$ cat config.mk
export PLATFORM = sky130hd
export DESIGN_NAME = fp_add_pipe_flat
export DESIGN_NICKNAME = d
export VERILOG_FILES = /design/src/rtl/fp_add_pipe_if.sv /design/src/rtl/fp_add_pipe.sv /design/src/flat_wrapper.sv
export SDC_FILE = /design/constraint.sdc
export NUM_CORES = 1
export LEC_CHECK = 0
export ABC_CLOCK_PERIOD_IN_PS = 17550
export BUFFER_PORTS_ARGS = -buffer_cell sky130_fd_sc_hd__buf_2
export CORE_MARGIN = 4
export CORE_UTILIZATION = 51
export DETAILED_ROUTE_END_ITERATION = 12
export GPL_ROUTABILITY_DRIVEN = 0
export HOLD_SLACK_MARGIN = 0.12
export PLACE_DENSITY_LB_ADDON = 0.08
export SLEW_MARGIN = 20
export SYNTH_ARGS = -nofsm -noshare
export SYNTH_HDL_FRONTEND = slang
export SYNTH_SLANG_ARGS = --single-unit
$ cat constraint.sdc
create_clock -name clk -period 17.55 [get_ports clk]
set_input_delay 5.265 -clock clk [delete_from_list [all_inputs] [get_ports clk]]
set_output_delay 5.265 -clock clk [all_outputs]
set_load 0.1 [all_outputs]
$ cat src/rtl/fp_add_pipe_if.sv
// Operand/result streaming bundle for the pipelined fp adder.
// Master drives operands and result ready; slave is the adder.
interface fp_add_pipe_if #(
  parameter int EXP_W = 8,
  parameter int MAN_W = 23
);
  localparam int W = 1 + EXP_W + MAN_W;

  logic         in_valid;
  logic         in_ready;
  logic [W-1:0] in_a;
  logic [W-1:0] in_b;
  logic         in_op;
  logic         out_valid;
  logic         out_ready;
  logic [W-1:0] out_result;
  logic [3:0]   out_flags;

  modport master (
    output in_valid, in_a, in_b, in_op, out_ready,
    input  in_ready, out_valid, out_result, out_flags
  );

  modport slave (
    input  in_valid, in_a, in_b, in_op, out_ready,
    output in_ready, out_valid, out_result, out_flags
  );
endinterface

$ cat src/rtl/fp_add_pipe.sv
// 3-stage streaming fp add/sub: unpack, align+add, normalise+round.
// RNE rounding, FTZ on inputs and outputs, canonical qNaN.
module fp_add_pipe #(
  parameter int EXP_W = 8,
  parameter int MAN_W = 23
) (
  input  logic         clk,
  input  logic         reset,
  fp_add_pipe_if.slave bus
);
  localparam int W   = 1 + EXP_W + MAN_W;
  localparam int MW  = MAN_W + 1;
  localparam int AW  = MAN_W + 4;
  localparam int SW  = MAN_W + 5;
  localparam int LZW = $clog2(SW) + 1;
  localparam int EW  = (EXP_W + 2 > LZW + 1) ?
                       EXP_W + 2 : LZW + 1;

  localparam logic [EXP_W-1:0] EMAX = '1;
  localparam logic [W-1:0] QNAN =
    {1'b0, EMAX, 1'b1, {(MAN_W-1){1'b0}}};
  localparam logic signed [EW-1:0] EMX =
    EW'(2**EXP_W - 1);

  logic adv;
  logic out_v;
  logic [W-1:0] out_r;
  logic [3:0] out_f;

  assign adv = ~out_v | bus.out_ready;
  assign bus.in_ready = adv;
  assign bus.out_valid = out_v;
  assign bus.out_result = out_r;
  assign bus.out_flags = out_f;

  // ---------------- stage 1
  logic sa, sb;
  logic [EXP_W-1:0] ea, eb;
  logic [MAN_W-1:0] fa, fb, fa_z, fb_z;
  logic za, zb, ia, ib, na, nb, a_big;

  assign sa = bus.in_a[W-1];
  assign sb = bus.in_b[W-1] ^ bus.in_op;
  assign ea = bus.in_a[W-2:MAN_W];
  assign eb = bus.in_b[W-2:MAN_W];
  assign fa = bus.in_a[MAN_W-1:0];
  assign fb = bus.in_b[MAN_W-1:0];

  assign za = (ea == '0);
  assign zb = (eb == '0);
  assign ia = (ea == EMAX) & (fa == '0);
  assign ib = (eb == EMAX) & (fb == '0);
  assign na = (ea == EMAX) & (fa != '0);
  assign nb = (eb == EMAX) & (fb != '0);

  assign fa_z = za ? '0 : fa;
  assign fb_z = zb ? '0 : fb;
  assign a_big = {ea, fa_z} >= {eb, fb_z};

  logic sp_hit, sp_inv;
  logic [W-1:0] sp_res;

  always_comb begin
    sp_hit = 1'b1;
    sp_inv = 1'b0;
    sp_res = QNAN;
    if (na | nb)
      sp_res = QNAN;
    else if (ia & ib & (sa ^ sb))
      sp_inv = 1'b1;
    else if (ia)
      sp_res = {sa, EMAX, {MAN_W{1'b0}}};
    else if (ib)
      sp_res = {sb, EMAX, {MAN_W{1'b0}}};
    else
      sp_hit = 1'b0;
  end

  logic s1_v, s1_sp, s1_inv, s1_s, s1_sub;
  logic [W-1:0] s1_spr;
  logic [EXP_W-1:0] s1_e, s1_d;
  logic [MW-1:0] s1_mb, s1_ms;

  always_ff @(posedge clk) begin
    if (reset) begin
      s1_v <= 1'b0;
    end else if (adv) begin
      s1_v   <= bus.in_valid;
      s1_sp  <= sp_hit;
      s1_inv <= sp_inv;
      s1_spr <= sp_res;
      s1_sub <= sa ^ sb;
      if (a_big) begin
        s1_s  <= sa;
        s1_e  <= ea;
        s1_d  <= ea - eb;
        s1_mb <= {~za, fa_z};
        s1_ms <= {~zb, fb_z};
      end else begin
        s1_s  <= sb;
        s1_e  <= eb;
        s1_d  <= eb - ea;
        s1_mb <= {~zb, fb_z};
        s1_ms <= {~za, fa_z};
      end
    end
  end

  // ---------------- stage 2
  logic [AW-1:0] ext, shd, lost, al;
  logic [SW-1:0] sum;

  assign ext  = {s1_ms, 3'b000};
  assign shd  = ext >> s1_d;
  assign lost = ext & ~({AW{1'b1}} << s1_d);
  assign al   = {shd[AW-1:1], shd[0] | (|lost)};
  assign sum  = s1_sub ?
                {1'b0, s1_mb, 3'b000} - {1'b0, al} :
                {1'b0, s1_mb, 3'b000} + {1'b0, al};

  logic s2_v, s2_sp, s2_inv, s2_s, s2_sub;
  logic [W-1:0] s2_spr;
  logic [EXP_W-1:0] s2_e;
  logic [SW-1:0] s2_sum;

  always_ff @(posedge clk) begin
    if (reset) begin
      s2_v <= 1'b0;
    end else if (adv) begin
      s2_v   <= s1_v;
      s2_sp  <= s1_sp;
      s2_inv <= s1_inv;
      s2_spr <= s1_spr;
      s2_s   <= s1_s;
      s2_sub <= s1_sub;
      s2_e   <= s1_e;
      s2_sum <= sum;
    end
  end

  // ---------------- stage 3
  logic [LZW-1:0] lz;
  logic [SW-2:0] norm;
  logic signed [EW-1:0] e0, e1, e2, lzs;
  logic [MW-1:0] mant;
  logic [MAN_W-1:0] frac;
  logic g, r, st, inc, rc, nx;
  logic ovf, unf, zero;
  logic [W-1:0] res;
  logic [3:0] fl;

  always_comb begin
    lz = LZW'(AW);
    for (int i = 0; i < AW; i++)
      if (s2_sum[i]) lz = LZW'(AW - 1 - i);
  end

  assign e0  = $signed({{(EW-EXP_W){1'b0}}, s2_e});
  assign lzs = $signed({{(EW-LZW){1'b0}}, lz});

  // a carry out drops one bit, which must survive as sticky
  always_comb begin
    if (s2_sum[SW-1]) begin
      norm = {s2_sum[SW-1:2], |s2_sum[1:0]};
      e1   = e0 + EW'(1);
    end else begin
      norm = s2_sum[SW-2:0] << lz;
      e1   = e0 - lzs;
    end
  end

  assign mant = norm[SW-2:3];
  assign g    = norm[2];
  assign r    = norm[1];
  assign st   = norm[0];
  assign nx   = g | r | st;
  assign inc  = g & (r | st | mant[0]);
  assign rc   = inc & (&mant);
  assign frac = mant[MAN_W-1:0] + MAN_W'(inc);
  assign e2   = rc ? e1 + EW'(1) : e1;
  assign ovf  = (e2 >= EMX);
  assign unf  = e2[EW-1] | (e2 == '0);
  assign zero = ~|s2_sum;

  always_comb begin
    res = {s2_s, e2[EXP_W-1:0], frac};
    fl  = {3'b000, nx};
    if (s2_sp) begin
      res = s2_spr;
      fl  = {s2_inv, 3'b000};
    end else if (zero) begin
      res = {s2_s & ~s2_sub, {(W-1){1'b0}}};
      fl  = 4'b0000;
    end else if (ovf) begin
      res = {s2_s, EMAX, {MAN_W{1'b0}}};
      fl  = 4'b0101;
    end else if (unf) begin
      res = {s2_s, {(W-1){1'b0}}};
      fl  = 4'b0011;
    end
  end

  always_ff @(posedge clk) begin
    if (reset) begin
      out_v <= 1'b0;
      out_r <= '0;
      out_f <= '0;
    end else if (adv) begin
      out_v <= s2_v;
      if (s2_v) begin
        out_r <= res;
        out_f <= fl;
      end
    end
  end
endmodule

$ cat src/flat_wrapper.sv
// flat-port wrapper written by rule: the top's interface ports become plain ports
module fp_add_pipe_flat 
#(
  parameter int EXP_W = 8,
  parameter int MAN_W = 23
)
  (clk, reset, bus_in_valid, bus_in_a, bus_in_b, bus_in_op, bus_out_ready, bus_in_ready, bus_out_valid, bus_out_result, bus_out_flags);
  fp_add_pipe_if #(.EXP_W(EXP_W), .MAN_W(MAN_W)) bus_i ();
  input  logic clk;
  input  logic reset;
  input wire logic [$bits(bus_i.in_valid)-1:0] bus_in_valid;
  input wire logic [$bits(bus_i.in_a)-1:0] bus_in_a;
  input wire logic [$bits(bus_i.in_b)-1:0] bus_in_b;
  input wire logic [$bits(bus_i.in_op)-1:0] bus_in_op;
  input wire logic [$bits(bus_i.out_ready)-1:0] bus_out_ready;
  output wire logic [$bits(bus_i.in_ready)-1:0] bus_in_ready;
  output wire logic [$bits(bus_i.out_valid)-1:0] bus_out_valid;
  output wire logic [$bits(bus_i.out_result)-1:0] bus_out_result;
  output wire logic [$bits(bus_i.out_flags)-1:0] bus_out_flags;
  assign bus_i.in_valid = bus_in_valid;
  assign bus_i.in_a = bus_in_a;
  assign bus_i.in_b = bus_in_b;
  assign bus_i.in_op = bus_in_op;
  assign bus_i.out_ready = bus_out_ready;
  assign bus_in_ready = bus_i.in_ready;
  assign bus_out_valid = bus_i.out_valid;
  assign bus_out_result = bus_i.out_result;
  assign bus_out_flags = bus_i.out_flags;
  fp_add_pipe #(.EXP_W(EXP_W), .MAN_W(MAN_W)) u_core (.clk(clk), .reset(reset), .bus(bus_i));
endmodule
==> flow_metrics.tcl, run 1 <==
set metrics [dict create \
    viasPerCell 6.323 \
    period_share_pct 64.67 \
    antenna_left 0 \
    yosys.cell_types.count 103 \
    dieArea_mm2 0.03190 \
    cts-htree-levels 4 \
    synth_top_family_by_area "compound AO/OA/AOI/OAI gates" \
    grt_max_degree 111 \
    grt_overflow 0 \
    crit_arrival_ns 6.08 \
    drcViolationCount 0 \
    clk_latency_ns 0.44 \
    min_to "u_core.s2_inv$_DFFE_PP_" \
    peakVddDrop_mv 0.06124 \
    tritoncts "done" \
    layout-drive-gt1-share_pct 12.69 \
    fmax_ghz 0.08811 \
    rr_worst_depth 18 \
    reg2reg_from "u_core.s2_sum[26]$_DFFE_PP_" \
    ys_ff_latch 151 \
    grt_pass1_vias 13380 \
    io_pins 107 \
    r2r_slack_ns 11.14 \
    numCtsBuffers 17 \
    hold-path-cell-count 0 \
    hold_class "register to register" \
    synth-adder-area-share_pct 8.799 \
    synth_nets 2011 \
    syn_area_per_cell_um2 8.068 \
    setup_tns_ns 0 \
    post_cts_buffers 0 \
    start_util_pct 51.72 \
    leakagePower_nw 6.540 \
    maxSlewViolCount 0 \
    nNetsFinal 2041 \
    r2r-end "u_core.bus.out_result[18]$_SDFFE_PP0P_" \
    netlist_instances 1840 \
    dp_hpwl_um 33710 \
    slew_headroom_pct 39.19 \
    io_buffers 106 \
    ys_warn_count 0 \
    placed_cells 2235 \
    required_ns 12.28 \
    ys_seq_area_share_pct 27.91 \
    p_clk_share_pct 26.1 \
    synthMuxAreaShare_pct 6.119 \
    clkTransAtPathRegs_ns 0.08 \
    coreArea_mm2 0.02870 \
    synthSimpleGateAreaFrac_pct 21.19 \
    status "complete, no violations" \
    fp.dieH_um 178.6 \
    p_seq_share_pct 33.7 \
    rsz0062_at_grt "false" \
    synth_compound_area_share_pct 25.30 \
    maxCapViolations 0 \
    routed-via-count 14340 \
    cts.repair.resized 0 \
    crit_fanout 8 \
    grt_pass1_wl_um 70240 \
    pwr-share-comb_pct 40.2 \
    power.share.switching_pct 42.69 \
    synth_edf_count 112 \
    p_sw_w 0.0006288 \
    dr.pass1.iters 11 \
    drt_iter0_drc 1318 \
    ctsHoldBuffers 0 \
    clockBufferDepth 2 \
    hold_violations 0 \
    wirelength_um 44120 \
    power.density_mw_per_mm2 91.57 \
    syn_area_mm2 0.01485 \
    worstMarginPinSlew_ns 0.9121 \
    internal_power_w 0.0008441 \
    area_growth_pct 8.344 \
    placementRows 62 \
    async_reset_ff_share_pct 0 \
    ys.flop_type "edfxtp_1" \
    cts_sinks 151 \
    die_w_um 178.6 \
    stdcell_count 2267 \
    diodes 0 \
    crit_path_end_kind "output port" \
    grt_use_total_pct 27.41 \
    skew_ns 0.02759 \
    antenna_found_initial 0 \
    synthXorXnorAreaFrac_pct 4.130 \
    min_from "u_core.s1_inv$_SDFFCE_PP0P_" \
    crit_path_start_kind "input port" \
    cts_root_buf "clkbuf_16" \
    wl_per_cell_um 19.46 \
    fin_crit_ns 11.35 \
    path_class "input port to output port" \
    setup_violations 0 \
]
-- placed cells by master, fill, tap and decap left out, types with 19 or more instances in the layout --
cell      instances
a31oi_1          24
nor4_1           29
mux2i_1          41
nand2_1         206
edfxtp_1        112
nand2b_1         32
a22o_1           27
nand3_1          76
o211ai_1         19
dfxtp_1          39
nor3_1           38
ha_1             98
mux2_2           21
nor2_1          161
buf_2           106
inv_1           115
xor2_1           19
nor2b_1          19
xnor2_1          51
a211oi_1         27
o21ai_0         142
a21oi_1         116
-- per-stage QoR --
stage	instance area, um^2	power, W	setup slack, ns	util (%)	hold slack [ns]
3_5_place_dp	15480	0.001080	6.207	53.94	0.4045
5_1_grt	16080	0.001554	6.182	56.04	0.4190
2_1_floorplan	14850	0.0009325	5.561	-	0.4003
6_report	16080	0.001473	6.200	56.04	0.4095
4_1_cts	16080	0.001465	6.209	56.04	0.4135
3_3_place_gp	15480	0.001076	6.240	53.94	0.4028
-- synthesized netlist by cell type, types with 7 or more instances --
cell,count,area (um^2)
o21a_1,12,90.09
buf_6,8,90.09
o21bai_1,13,97.59
o211ai_1,19,142.6
o22ai_1,11,68.82
mux4_2,11,247.7
a21oi_1,116,580.6
a221oi_1,9,78.83
inv_1,115,431.7
o41ai_1,7,61.31
nand2_1,206,773.2
xor2_1,19,166.4
dfxtp_1,39,780.8
ha_1,98,1226
a31oi_1,24,150.1
or4_1,11,82.58
nor2_1,161,604.3
or3_1,10,62.56
nand4_1,13,81.33
or2_2,14,87.58
and3_1,13,81.33
a311oi_1,7,61.31
o31ai_1,11,82.58
edfxtp_1,112,3363
mux2_2,21,236.5
clkbuf_1,75,281.5
o21ai_0,142,710.7
nand2b_1,32,200.2
mux2i_1,41,410.4
nand3_1,76,380.4
o221ai_1,7,61.31
nor4_1,29,181.4
a22oi_1,12,90.09
nor3_1,38,190.2
xnor2_1,51,446.7
buf_2,15,75.07
a211oi_1,27,202.7
and2_1,8,50.05
a22o_1,27,236.5
buf_1,10,37.54
a21o_1,13,97.59
a211o_1,11,96.34
nor2b_1,20,125.1
-- critical path, cell delays in order --
cell and delay [ns]:
buf_2 0.07, nand2b_1 0.25, buf_2 0.49
-- final cells by class --
type | instances | area, um^2
multi-input cells | 1458 | 9751
flip-flops and latches | 151 | 4144
clock inverters | 15 | 177.7
fillers | 2773 | 12620
well taps | 384 | 480.5
clock buffers | 17 | 425.4
inverters | 120 | 455.4
repair buffers | 122 | 650.6
-- logic make-up (layout without fill, tap and decap cells) --
| logic type | Yosys count | count (layout) |
|---|---|---|
| XOR/XNOR | 70 | 70 |
| adder cells (fa/ha/maj) | 102 | 102 |
| buffers and inverters | 231 | 274 |
| AND/OR/NAND/NOR | 659 | 659 |
| multiplexers | 74 | 74 |
| flip-flops | 151 | 151 |
| AO/OA/AOI/OAI | 553 | 553 |
-- worst max-delay path by stage --
stage / start / end / cells after the start
finish: bus_out_ready / bus_in_ready / 3
global route: bus_out_ready / bus_in_ready / 3
CTS: bus_out_ready / bus_in_ready / 3
detailed placement: bus_out_ready / bus_in_ready / 3
global placement: bus_out_ready / bus_in_ready / 3
floorplan: bus_out_ready / u_core.s1_d[0]$_DFFE_PP_ / 3
-- power groups by stage --
stage          Sequential [W]  Combinational (W)  Clock [W]
2_1_floorplan        0.000488           0.000445          0
6_report             0.000496           0.000593   0.000384
3_3_place_gp         0.000503           0.000573          0
4_1_cts              0.000494           0.000581   0.000389
3_5_place_dp         0.000502           0.000577          0
5_1_grt              0.000500           0.000648   0.000405
-- routing by layer --
metal | track usage [%] | share of wire (%) | wire length (um)
met2 | 43.38 | 45 | 19930
met4 | 10.84 | 3.5 | 1543
met1 | 38.12 | 44 | 19250
met5 | 0 | 0 | 0
met3 | 3.603 | 7.7 | 3394
-- registers in the layout, indices dropped and copies added (netlist names) --
name and count:
u_core.s1_sp 1, u_core.bus.out_result 32, u_core.s1_spr 2, u_core.bus.out_flags 4
u_core.s2_sum 28, u_core.s1_e 8, u_core.s2_spr 2, u_core.s2_sub 1
u_core.s2_s 1, u_core.s1_s 1, u_core.s2_sp 1, u_core.s1_inv 1
u_core.bus.out_valid 1, u_core.s1_mb 24, u_core.s2_e 8, u_core.s1_sub 1
u_core.s2_inv 1, u_core.s1_ms 24, u_core.s1_d 8, u_core.s2_v 1
u_core.s1_v 1
Note: power is estimated with default switching activity, not from simulation.
==> run 2, diff against run 1 <==
--- a/config.mk
+++ b/config.mk
@@ -5,7 +5,8 @@
 export SDC_FILE = /design/constraint.sdc
 export NUM_CORES = 1
 export LEC_CHECK = 0
-export ABC_CLOCK_PERIOD_IN_PS = 17550
+export ABC_AREA = 1
+export ABC_CLOCK_PERIOD_IN_PS = 11370
 export BUFFER_PORTS_ARGS = -buffer_cell sky130_fd_sc_hd__buf_2
 export CORE_MARGIN = 4
 export CORE_UTILIZATION = 51
==> constraint.sdc (replaced) <==
create_clock -name clk -period 11.37 [get_ports clk]
set_input_delay 3.411 -clock clk [delete_from_list [all_inputs] [get_ports clk]]
set_output_delay 3.411 -clock clk [all_outputs]
set_load 0.1 [all_outputs]
==> flow_metrics.tcl, run 2 <==
set metrics [dict create \
    cts-htree-levels 4 \
    routed-via-count 15360 \
    grt_overflow 0 \
    crit_fanout 6 \
    min_to "u_core.s2_e[0]$_DFFE_PP_" \
    fmax_ghz 0.1275 \
    path_class "input port to output port" \
    design_area_mm2 0.01620 \
    dieArea_mm2 0.03197 \
    crit_path_start_kind "input port" \
    r2r-end "u_core.bus.out_result[18]$_SDFFE_PP0P_" \
    diodes 0 \
    worstMarginPinSlew_ns 1.091 \
    netlist_instances 2243 \
    crit_path_max_incr_delay_ns 0.43 \
    ys_seq_area_share_pct 27.85 \
    setup_violations 0 \
    rr_worst_depth 48 \
    period_share_pct 68.99 \
    min_from "u_core.s1_e[0]$_DFFE_PP_" \
    clockBufferDepth 2 \
    required_ns 7.96 \
    coreArea_mm2 0.02878 \
    grt_pass1_wl_um 70230 \
    cts.repair.resized 0 \
    io_buffers 106 \
    fin_crit_ns 7.844 \
    wl_per_cell_um 16.24 \
    hold_class "register to register" \
    layout-drive-gt1-share_pct 9.352 \
    synth_edf_count 112 \
    path_buf_inv 3 \
    grt_use_total_pct 26.98 \
    critical_path.cell_chain "buf_2 -> nor2_1 -> inv_1 -> buf_2" \
    cpMaxStageDelayCell "nor2_1" \
    yosys.cell_types.count 61 \
    start_util_pct 51.70 \
    layout_common_cells "nand2_1, inv_1, nor2_1, nand3_1, o21ai_0" \
    clk_latency_ns 0.44 \
    ys.flop_type "edfxtp_1" \
    viasPerCell 5.723 \
    nNetsFinal 2457 \
    skew_ns 0.02571 \
    rsz0062_at_grt "false" \
    area_growth_pct 8.879 \
    cts_sinks 151 \
    status "complete, no violations" \
    reg2reg_from "u_core.s2_sum[3]$_DFFE_PP_" \
    leakagePower_nw 7.643 \
    clkTransAtPathRegs_ns 0.07 \
    ys_top_cells_by_area "edfxtp_1, nand2_1, ha_1, nand3_1, inv_1" \
    antenna_left 0 \
    r2r_slack_ns 5.31 \
    power.density_mw_per_mm2 152.7 \
    fillers 2845 \
    grt_pass1_vias 14060 \
    crit_arrival_ns 4.43 \
    io_pins 107 \
    yosysMostFrequentCell "nand2_1" \
    met1_length_um 19480 \
    wl_met3_um 2842 \
    post_cts_buffers 0 \
    largest_reg_flops 32 \
    syn_area_mm2 0.01488 \
    maxSlewViolCount 0 \
    cts_root_buf "clkbuf_16" \
    antenna_found_initial 0 \
    wirelength_um 43560 \
    fp.dieH_um 178.8 \
    slew_headroom_pct 27.19 \
    dr.pass1.iters 6 \
    ys_ff_latch 151 \
    dp_hpwl_um 33930 \
    crit_path_end_kind "output port" \
    numCtsBuffers 17 \
    yosysTopAreaCell "edfxtp_1" \
    setup_tns_ns 0 \
    placementRows 62 \
    drt_iter0_drc 1390 \
    die_w_um 178.8 \
    ctsHoldBuffers 0 \
    hold_violations 0 \
    crit_path_frequent_cell "buf_2" \
    async_reset_ff_share_pct 0 \
    synth_nets 2414 \
    cpLargestDelayFamily "buffers and inverters" \
    peakVddDrop_mv 0.09936 \
    maxCapViolations 0 \
    tritoncts "done" \
    dpl_cell_area_mm2 0.01558 \
    ys_warn_count 0 \
    layout_commonest_cell "nand2_1" \
    maxUsedRoutingLayer "met4" \
    dr_wl_met2_um 19840 \
    grt_max_degree 86 \
    hold-path-cell-count 0 \
    synth_top_area_share_pct 22.60 \
    synth_commonest_cells "nand2_1, inv_1, nor2_1" \
    syn_area_per_cell_um2 6.634 \
    drcViolationCount 0 \
]
## run 2: worst reg2reg max path: cells and delay by family (launching register included)
| kind | cells | cell delay [ns] |
|---|---|---|
| xor gates and xnor gates | 2 | 0.34 |
| and+or+nand+nor | 36 | 3.57 |
| adders and majority gates | 2 | 0.49 |
| buffers and inverters | 5 | 0.55 |
| DFF | 1 | 0.50 |
| AOI/OAI and AO/OA | 3 | 0.51 |
## run 2: routing by layer
metal | vias up | global-route usage [%]
li1 | 7625 | -
met1 | 7020 | 36.81
met2 | 612 | 43.91
met3 | 98 | 3.754
met4 | 0 | 9.434
met5 | - | 0
## run 2: how the worst max path moves through the flow
stage                             start                       end  slack, ns  cells after the start
after floorplan                   reset  u_core.s1_d[0]$_DFFE_PP_       2.29                      3
after global placement    bus_out_ready              bus_in_ready       3.64                      4
after detailed placement  bus_out_ready              bus_in_ready       3.53                      4
after CTS                 bus_out_ready              bus_in_ready       3.53                      4
after global routing      bus_out_ready              bus_in_ready       3.46                      4
final                     bus_out_ready              bus_in_ready       3.53                      4
## run 2: layout make-up
class / instances / area [um^2] / area share, %
Sequential cell: 151 / 4144 / 25.58
Clock buffer: 17 / 425.4 / 2.626
Inverter: 281 / 1055 / 6.510
Clock inverter: 15 / 198.9 / 1.228
Tap cell: 384 / 480.5 / 2.965
Timing Repair Buffer: 123 / 658.1 / 4.062
Multi-Input combinational cell: 1712 / 9240 / 57.03
## run 2: cell families after synthesis
family / synth area share, %
compound gates: 15.21
xor+xnor: 3.355
fa+ha+maj: 8.778
buf+inv: 10.16
flops: 27.85
mux: 0.6727
simple gates: 33.98
## run 2: through the flow
| step | setup WS [ns] | hold slack [ns] | power [W] | util, % | instances |
|---|---|---|---|---|---|
| after global placement | 3.641 | 0.4009 | 0.001861 | 54.11 | 2651 |
| after global routing | 3.455 | 0.4376 | 0.002655 | 56.30 | 2683 |
| after floorplan | 2.288 | 0.4003 | 0.001608 | - | 2243 |
| after detailed placement | 3.533 | 0.4102 | 0.001874 | 54.13 | 2651 |
| after CTS | 3.527 | 0.4256 | 0.002466 | 56.30 | 2683 |
| final | 3.526 | 0.4277 | 0.002475 | 56.30 | 2683 |
## run 2: report_power, final
group	total [W]	internal (W)	switching (W)
registers	0.000760	0.000682	0.0000785
logic	0.00112	0.000350	0.000774
clock network	0.000590	0.000302	0.000288
